[src/rtl/uart_tx_scheduler.sv]
// uart_tx_scheduler: two-requester round-robin UART transmitter with message locking
module uart_tx_scheduler #(
  parameter int DELAY_FRAMES = 234
) (
  input  logic       clk,
  input  logic       rst,
  input  logic       req0_valid,
  input  logic       req1_valid,
  input  logic [7:0] req0_data,
  input  logic [7:0] req1_data,
  input  logic       req0_last,
  input  logic       req1_last,
  output logic       req0_ready,
  output logic       req1_ready,
  output logic       uart_tx,
  output logic [1:0] grant,
  output logic       busy
);
  localparam logic [1:0] IDLE = 2'd0, START = 2'd1, DATA = 2'd2, STOP = 2'd3;
  localparam logic [12:0] WRAP = 13'(DELAY_FRAMES - 1);
  logic [1:0] state;
  logic [12:0] cnt;
  logic [2:0] idx;
  logic [7:0] data;
  logic lock, ptr, win, sel_valid, accept, wrap;
  // ptr is both the last-served requester and, while locked, the owner
  always_comb begin
    win = lock ? ptr : (req0_valid && req1_valid) ? ~ptr : req1_valid;
    sel_valid = win ? req1_valid : req0_valid;
    accept = state == IDLE && !rst && sel_valid;
    req0_ready = accept && !win;
    req1_ready = accept && win;
    wrap = cnt == WRAP;
    busy = state != IDLE;
    grant = (busy || lock) ? {ptr, ~ptr} : (req0_valid || req1_valid) ? {win, ~win} : 2'b00;
    uart_tx = state == START ? 1'b0 : state == DATA ? data[idx] : 1'b1;
  end
  always_ff @(posedge clk) begin
    if (rst) begin
      state <= IDLE;
      cnt <= '0;
      idx <= '0;
      data <= '0;
      lock <= 1'b0;
      ptr <= 1'b1;
    end else if (state == IDLE) begin
      cnt <= '0;
      idx <= '0;
      if (accept) begin
        state <= START;
        data <= win ? req1_data : req0_data;
        lock <= !(win ? req1_last : req0_last);
        ptr <= win;
      end
    end else begin
      cnt <= wrap ? 13'd0 : cnt + 13'd1;
      if (wrap) begin
        idx <= state == DATA ? idx + 3'd1 : 3'd0;
        state <= state == START ? DATA : state == DATA ? (idx == 3'd7 ? STOP : DATA) : IDLE;
      end
    end
  end
endmodule
[config.mk]
export PLATFORM = sky130hd
export DESIGN_NAME = uart_tx_scheduler
export DESIGN_NICKNAME = d
export VERILOG_FILES = /design/src/rtl/uart_tx_scheduler.sv
export SDC_FILE = /design/constraint.sdc
export NUM_CORES = 1
export LEC_CHECK = 0
export CAP_MARGIN = 40
export CORE_MARGIN = 3
export CORE_UTILIZATION = 55
export DETAILED_ROUTE_END_ITERATION = 7
export DONT_BUFFER_PORTS = 1
export PLACE_DENSITY_LB_ADDON = 0.2
export SKIP_LAST_GASP = 1
export SYNTH_ARGS = -nofsm -noshare
export SYNTH_HDL_FRONTEND = slang
export SYNTH_SLANG_ARGS = --single-unit
[constraint.sdc]
create_clock -name clk -period 1.8 [get_ports clk]
set_input_delay 0.27 -clock clk [delete_from_list [all_inputs] [get_ports clk]]
set_output_delay 0.27 -clock clk [all_outputs]
set_load 0.02 [all_outputs]
# After elaboration in Yosys (flattened, before gate mapping)
# Index checks and enable logic that the tools add are counted.
# classes
n_lt_le_gt_ge,1
reduce_logical,17
n_eq_ne,5
bitwise_logic,2
muxes,18
addsub,2
# op_table
cell,n
2-bit 2-to-1 mux,7
13-bit by 1-bit adder with 13-bit output (second input constant),1
13-bit by 8-bit equality test with 1-bit output (second input constant),1
1-bit 2-to-1 mux,8
8-bit 2-to-1 mux,1
1-bit logical AND,5
3-bit by 4-bit < comparator with 1-bit output (second input constant),1
2-bit AND reduction,2
2-bit nonzero test,2
3-bit by 1-bit adder with 3-bit output (second input constant),1
1-bit binary-select mux with 3-bit select,1
3-bit equality test (second input constant),1
1-bit logical NOT,3
3-bit 2-to-1 mux,1
3-bit OR reduction,1
2-bit by 1-bit equality test with 1-bit output (second input constant),1
2-bit equality test (second input constant),1
2-bit logical NOT,1
1-bit logical OR,2
2-bit inequality test (second input constant),1
1-bit inverter,2
2-bit OR reduction,1
# totals
register_bits,28
wordCells,51
out_inout_bits,6
inputBits,22

# Depth between registers and ports, before layout
# Gate-level depths: netlist of run 1.
# logic_depth
word_depth,7
ltp_mapped,7

# Least setup slack after synthesis of run 1
# OpenSTA, ideal clock, no wires.
# synth_path
kind,reg2reg
from,register cnt[4]
to,register cnt[8]
arrival_time_ps,1704
period_less_slack_ps,1819
setup_slack_ps,-19
path_buffers,1
path_stages_with_launch,6
required_time_ps,1685
path_cell_list,dfxtp_1 -> or4_4 -> or4_4 -> nand2_4 -> buf_8 -> nor2_1
# synth_between
elab_chain_cells,2
# synth_lines
item,line,rtl
start: declaration,22,logic [12:0] cnt;
start signal: assignment,56,cnt <= wrap ? 13'd0 : cnt + 13'd1;
"parallel branches: the longest is 2 deep, another holds 13-bit by 1-bit adder with 13-bit output",--,
# Parallel ways; which one is timed is not known.
# A chain may end at the register's enable or synchronous reset.

# Final worst setup path of run 1
# layout_path
from,register cnt[9]
to,register cnt[0]
# layout_between
elab_chain_cells,2
# layout_lines
item,line,rtl
13-bit by 8-bit equality test with 1-bit output,33,wrap = cnt == WRAP;
3-bit OR reduction (no source line),--,
# Every way passes these cells.

==> impl_metrics.csv, run 1 <==
group,metric,value,unit
final_layout,layout.cells.most_common,"dfxtp_1",
clocking,cts-buffers-inserted,3,
detailed_routing,ant_nets,0,
clocking,ctsLongestPathBuffers,2,
hold_path,worst_hold_startpoint,"rst",
final_layout,nets,209,
final_layout,num_antenna_cells,0,
sta,hold_ws,37.59,ps
global_route,grt-ovfl-total,0,
flow_run,drv_cap,0,
floorplan,starting_density_of_the_core,0.5863,
critical_path,worst_setup_path_end_kind,"flip-flop",
power,worst_ir_drop_vdd,0.0007379,V
yosys,synthesized_area_per_cell,9.730,um^2
power,p_leak,0.7665,nW
detailed_routing,detailroute.via_count,1258,
sta,report.final.slew_viol_count,0,
critical_path,timing_worst_setup_path_type,"flip-flop to flip-flop",
clocking,clkSinkCount,28,
run_status,run_status,"finished, violations left",
detailed_routing,drt_first_iter_violations,31,
final_layout,layout.cells.most_common_list,"21 x dfxtp_1, 20 x buf_4, 9 x xor2_1",
global_route,number_of_antenna_violations_at_the_first_check_in_global_routing,0,
floorplan,i_o_pin_cnt,28,
sta,grt_setup_unrepaired,"yes",
final_layout,fill_cells,175,
sta,setup_ws,-48.78,ps
run_status,failed_checks,"negative setup slack",
detailed_routing,detailedRoute.firstPassIterationCount,4,
critical_path,reg2reg_setup_slack,-50,ps
critical_path,critPathArrivalTime,2080,ps
yosys,synthArstFlopShare,0,
placement,dp_worst_setup_slack,-63.72,ps
yosys,postSynthRegisterBits,28,
hold_path,worst_hold_path_type,"primary input to flip-flop",
clocking,htree_num_levels,1,
hold_path,hold_path_end,"ptr$_SDFFE_PP1P_",
critical_path,worst_r2r_path_depth,4,
yosys,synth_nets,181,
detailed_routing,avgRoutedWirePerCell,16.77,um
clocking,clock_insertion_delay_worst_skew,320,ps
placement,buffer_ports.inserted,0,
detailed_routing,drt_total_wl,3.505,mm
floorplan,chip_width,57.86,um
detailed_routing,route.detailed.vias_per_inst,6.019,
yosys,synth_cell_types,40,
floorplan,fp.dieH,57.86,um
critical_path,crit-reg2reg-capture,"cnt[0]$_SDFF_PP0_",
critical_path,rr_startpoint,"cnt[9]$_SDFF_PP0_",
yosys,synthesis.yosys.warnings,0,
sta,worstMarginPinSlew,666.9,ps
sta,setup_violations,21,
hold_path,hold_path_depth,1,
clocking,cts.reportedPaths.clkPinSlew,150,ps
global_route,first_global_vias,1175,
clocking,cts_tree,"built",
sta,timing.clock.skew,2.092,ps
yosys,synth-main-ff-cell,"dfxtp_1",
sta,timing.final.hold_violations,0,
yosys,syn_area,1479,um^2
power,power-per-cell-area,887.2,nW/um^2
final_layout,layout-area-overhead-vs-synth,29.27,%
placement,routabilityCongestion,0.8147,
power,fin_total_pwr,0.001696,W
detailed_routing,drc,0,
critical_path,crit_required,2040,ps
floorplan,die_area,3347,um^2
clocking,clockRootBuffer,"clkbuf_4",
sta,finalCriticalPeriod,1849,ps
floorplan,placement_rows,18,
placement,detailed_place_hpwl,2.019,mm
floorplan,core_region_area,2522,um^2
final_layout,share_of_layout_cells_above_drive_strength_1,0.3799,
global_route,grt_first_pass_wirelength,4.899,mm
critical_path,startpoint_type,"flip-flop",
global_route,grt_util_all_layers,0.1846,
critical_path,path_max_fanout,6,
sta,fmax,540.9,MHz
sta,relSlewSlack,0.5537,
sta,final.period_utilization,1.027,
yosys,seq_area_frac_synth,0.3790,
global_route,grt_start_max_net_pins,17,
yosys,post_synth_edffs,0,
yosys,syn_inst,152,
## timing repair
| action | 4_1_cts | 5_1_grt |
|---|---|---|
| endpoints found under the setup margin | 7 | 21 |
| resized for setup | 21 | 27 |
| cloned | 2 | 1 |
| buffers inserted | 5 | 5 |
| hold endpoints to repair | 1 | 2 |
| pin swaps | 3 | 14 |
## logic make-up after synthesis
| group | count (synthesis) | share of synthesized area |
|---|---|---|
| adders and majority gates | 7 | 0.05922 |
| buffers and inverters | 12 | 0.03891 |
| muxes | 4 | 0.04399 |
| xor gates and xnor gates | 11 | 0.06515 |
| AOI/OAI and AO/OA | 34 | 0.2022 |
| DFF | 28 | 0.3790 |
| and+or+nand+nor | 56 | 0.2115 |
## report_power, final
part / internal, W / switching (W) / total, W
clock network: 0.000225 / 0.000182 / 0.000407
logic: 0.000270 / 0.000284 / 0.000554
registers: 0.000680 / 0.0000546 / 0.000735
## how the worst max path moves through the flow
stage	startpoint	cells after the start	endpoint	slack [ps]
finish	cnt[9]$_SDFF_PP0_	4	cnt[0]$_SDFF_PP0_	-50
global route	idx[0]$_SDFFE_PP0P_	3	uart_tx	-100
CTS	state[1]$_SDFFE_PP0P_	6	req0_ready	-90
detailed placement	state[1]$_SDFFE_PP0P_	6	state[0]$_SDFFE_PP0P_	-60
global placement	state[0]$_SDFFE_PP0P_	6	state[1]$_SDFFE_PP0P_	70
floorplan	cnt[4]$_SDFF_PP0_	5	cnt[8]$_SDFF_PP0_	10
## layout make-up
class | count | area [um^2] | share of cell area
Clock inverter | 1 | 30.03 | 0.01571
Tap cell | 30 | 37.54 | 0.01963
Sequential cell | 28 | 574.3 | 0.3004
Clock buffer | 3 | 22.52 | 0.01178
Multi-Input combinational cell | 113 | 1011 | 0.5288
Inverter | 8 | 32.53 | 0.01702
Timing Repair Buffer | 26 | 203.9 | 0.1067
## Yosys cell counts (all sizes together), types with 2 or more instances
| cell type | instances | share of area |
|---|---|---|
| ha | 7 | 0.059 |
| a2111oi | 2 | 0.037 |
| nor4 | 2 | 0.0085 |
| nor2b | 2 | 0.0085 |
| nand2b | 2 | 0.0085 |
| o21ai | 3 | 0.010 |
| a221o | 2 | 0.014 |
| xor2 | 9 | 0.053 |
| nand4 | 3 | 0.013 |
| mux4 | 2 | 0.030 |
| or4 | 2 | 0.015 |
| a21oi | 3 | 0.010 |
| a22o | 8 | 0.047 |
| buf | 2 | 0.014 |
| nand3 | 7 | 0.024 |
| inv | 8 | 0.020 |
| xnor2 | 2 | 0.012 |
| a21boi | 4 | 0.020 |
| nand2 | 8 | 0.025 |
| nor2 | 19 | 0.048 |
| a21o | 8 | 0.041 |
| mux2i | 2 | 0.014 |
| and4 | 3 | 0.019 |
| clkbuf | 2 | 0.0051 |
| dfxtp | 28 | 0.38 |
## stage by stage
stage / TNS [ps] / cells / area [um^2] / utilization
floorplan: 0 / 152 / 1479 / -
global placement: 0 / 191 / 1587 / 0.6290
detailed placement: -108.6 / 191 / 1587 / 0.6290
CTS: -183.3 / 202 / 1750 / 0.6939
global route: -1581 / 209 / 1912 / 0.7579
finish: -700.7 / 209 / 1912 / 0.7579
## flip-flops by register name, summed over array words and instances, names as in the netlist
signal	flops
data	8
ptr	1
lock	1
state	2
idx	3
cnt	13
## metal layers
metal	GRT usage	up-vias	share of wire
met2	0.3435	32	0.53
li1	-	607	-
met1	0.2022	607	0.40
met5	0	-	0
met4	0.08278	0	0.032
met3	0.03118	12	0.037
## worst max-delay path, cell delays in order, from the launching register on
cell and delay, ps:
dfxtp_2 350, or4_4 560, or4_4 650, nand2_4 160, nor2_1 50
Note: power is estimated with default switching activity, not from simulation.
==> run 2, diff against run 1 <==
--- a/config.mk
+++ b/config.mk
@@ -5,11 +5,11 @@
 export SDC_FILE = /design/constraint.sdc
 export NUM_CORES = 1
 export LEC_CHECK = 0
+export BUFFER_PORTS_ARGS = -buffer_cell sky130_fd_sc_hd__buf_2
 export CAP_MARGIN = 40
 export CORE_MARGIN = 3
-export CORE_UTILIZATION = 55
+export CORE_UTILIZATION = 49
 export DETAILED_ROUTE_END_ITERATION = 7
-export DONT_BUFFER_PORTS = 1
 export PLACE_DENSITY_LB_ADDON = 0.2
 export SKIP_LAST_GASP = 1
 export SYNTH_ARGS = -nofsm -noshare
==> run 2 against run 1 <==
  * Largest cell class unchanged
  * Maximum frequency shrank 5.7%
  * The flow still finishes with violations (negative setup slack)
  * Cell count grew 12%
  * Cell area grew 5.0%
  * Combinational power grew 8.5%
  * Clock skew grew 3.0 ps
  * Sequential share of layout area shrank 1.6 points
  * Via count grew 5.3%
  * Routed wire length shrank 7.3%
  * Highest routed layer unchanged
  * Global-route usage grew 0.37 points
  * Worst setup slack lost 110 ps
  * Sequential power is essentially flat
==> impl_metrics.csv, run 2 (synthesis gave the netlist of run 1 again) <==
group,metric,value,unit
final_layout,nets,233,
critical_path,worst_setup_path_end_kind,"output pin",
placement,routabilityCongestion,0.7926,
hold_path,hold_path_end,"state[1]$_SDFFE_PP0P_",
floorplan,chip_width,60.94,um
critical_path,timing_worst_setup_path_type,"flip-flop to output pin",
final_layout,layout.cells.most_common_list,"23 x buf_4, 22 x dfxtp_1, 22 x buf_2",
critical_path,worst_r2r_path_depth,4,
global_route,first_global_vias,1241,
final_layout,final_util,0.7159,
critical_path,slowest_delay,510,ps
sta,finalCriticalPeriod,1960,ps
sta,worstMarginPinSlew,446.4,ps
power,worst_ir_drop_vdd,0.0005632,V
sta,grt_setup_unrepaired,"yes",
critical_path,rr_startpoint,"cnt[4]$_SDFF_PP0_",
clocking,clock_insertion_delay_worst_skew,340,ps
sta,timing.clock.skew,5.065,ps
sta,report.final.slew_viol_count,0,
final_layout,biggestRegsByFlops,"cnt: 13 flops, data: 8 flops, idx: 3 flops",
sta,setup-tns-final,-520.4,ps
critical_path,crit_path_top_delay_cell,"mux4_2",
final_layout,layout-area-overhead-vs-synth,35.79,%
sta,timing.final.hold_violations,0,
global_route,number_of_antenna_violations_at_the_first_check_in_global_routing,0,
final_layout,layout.cells.most_common,"buf_4",
detailed_routing,drt_total_wl,3.248,mm
clocking,cts-buffers-inserted,3,
floorplan,starting_density_of_the_core,0.5272,
final_layout,num_antenna_cells,0,
run_status,run_status,"finished, violations left",
final_layout,fill_cells,212,
run_status,failed_checks,"negative setup slack",
detailed_routing,drc,0,
critical_path,startpoint_type,"flip-flop",
critical_path,critical_path_buf_inv_count,1,
global_route,grt-ovfl-total,0,
final_layout,largest_register,"cnt",
final_layout,postLayoutCellArea,2008,um^2
floorplan,core_region_area,2805,um^2
placement,buffer_ports.inserted,27,
detailed_routing,ant_nets,0,
detailed_routing,detailedRoute.firstPassIterationCount,4,
global_route,grt_util_all_layers,0.1883,
power,p_leak,0.8618,nW
sta,final.period_utilization,1.089,
placement,cell_area_after_placement,1723,um^2
clocking,cts.reportedPaths.clkPinSlew,160,ps
floorplan,fp.dieH,60.94,um
critical_path,crit_required,1530,ps
sta,relSlewSlack,0.7021,
clocking,cts_tree,"built",
detailed_routing,route.detailed.vias_per_inst,5.662,
sta,setup_ws,-160.3,ps
flow_run,drv_cap,0,
critical_path,reg2reg_setup_slack,-20,ps
critical_path,crit-reg2reg-capture,"state[0]$_SDFFE_PP0P_",
critical_path,critPathTopFamily,"multiplexers",
hold_path,worst_hold_startpoint,"rst",
sta,setup_violations,7,
floorplan,die_area,3714,um^2
detailed_routing,avgRoutedWirePerCell,13.88,um
clocking,htree_num_levels,1,
floorplan,placement_rows,19,
final_layout,flip_flop_count_of_the_largest_register_after_layout,13,
hold_path,worst_hold_path_type,"primary input to flip-flop",
global_route,grt_first_pass_wirelength,5.271,mm
detailed_routing,drt_first_iter_violations,65,
clocking,clockRootBuffer,"clkbuf_4",
hold_path,hold_path_depth,2,
placement,detailed_place_hpwl,2.299,mm
critical_path,path_max_fanout,3,
global_route,grt_start_max_net_pins,17,
sta,fmax,510.1,MHz
final_layout,share_of_layout_cells_above_drive_strength_1,0.4384,
clocking,clkSinkCount,28,
floorplan,i_o_pin_cnt,28,
clocking,ctsLongestPathBuffers,2,
critical_path,critPathArrivalTime,1690,ps
critical_path,cp_cell_sequence,"mux4_2 -> mux2i_2 -> a21oi_1 -> buf_4",
detailed_routing,detailroute.via_count,1325,
power,power-per-cell-area,876.0,nW/um^2
## run 2: cell types whose count changed in the layout (fill, tap and decap cells not counted), moves of 2 or more
cell	previous run	this run
buf_2	2	22
nor2_1	7	10
buf_6	3	5
nor2_4	5	3
buf_4	20	23
## run 2: worst max-delay path by stage
stage                     cells past startpoint  slack, ps                     to             startpoint
after global routing                          4       -210                uart_tx    idx[0]$_SDFFE_PP0P_
after CTS                                     4       -150                uart_tx    idx[0]$_SDFFE_PP0P_
after global placement                        4         70      cnt[3]$_SDFF_PP0_      cnt[4]$_SDFF_PP0_
after detailed placement                      6        -70  state[1]$_SDFFE_PP0P_  state[0]$_SDFFE_PP0P_
final                                         4       -160                uart_tx    idx[0]$_SDFFE_PP0P_
after floorplan                               5         10      cnt[8]$_SDFF_PP0_      cnt[4]$_SDFF_PP0_
## run 2: final cells by class
class,instances,area [um^2],area share
Sequential cell,28,570.5,0.2841
Inverter,8,32.53,0.01620
Clock buffer,3,22.52,0.01121
Multi-Input combinational cell,113,974.7,0.4854
Timing Repair Buffer,50,339.1,0.1688
Tap cell,31,38.79,0.01931
Clock inverter,1,30.03,0.01495
## run 2: power by group
group          internal, W  switching (W)
combinational     0.000319       0.000282
clock             0.000226       0.000199
sequential        0.000679      0.0000543
## run 2: per-stage QoR
| step | cells | power [W] | setup slack (ps) | hold slack, ps |
|---|---|---|---|---|
| 2_1_floorplan | 152 | 0.001013 | 13.83 | 420.4 |
| 3_3_place_gp | 219 | 0.001137 | 69.06 | 434.0 |
| 3_5_place_dp | 219 | 0.001153 | -74.06 | 439.5 |
| 4_1_cts | 230 | 0.001695 | -154.0 | 160.5 |
| 5_1_grt | 234 | 0.001833 | -213.1 | 180.3 |
| 6_report | 234 | 0.001759 | -160.3 | 171.1 |
## run 2: per-layer routing
layer	share of wire	track usage	vias up
met3	0.030	0.01915	5
li1	-	-	661
met4	0.014	0.07430	0
met5	0	0	-
met2	0.48	0.3252	21
met1	0.47	0.2402	638
## run 2: timing repair
| action | in CTS | in global routing |
|---|---|---|
| setup endpoints to repair | 7 | 27 |
| pin swaps | 5 | 7 |
| gates resized for setup | 26 | 18 |
| gates cloned | 0 | 1 |
| hold buffers | 0 | 0 |
| setup buffers | 7 | 3 |
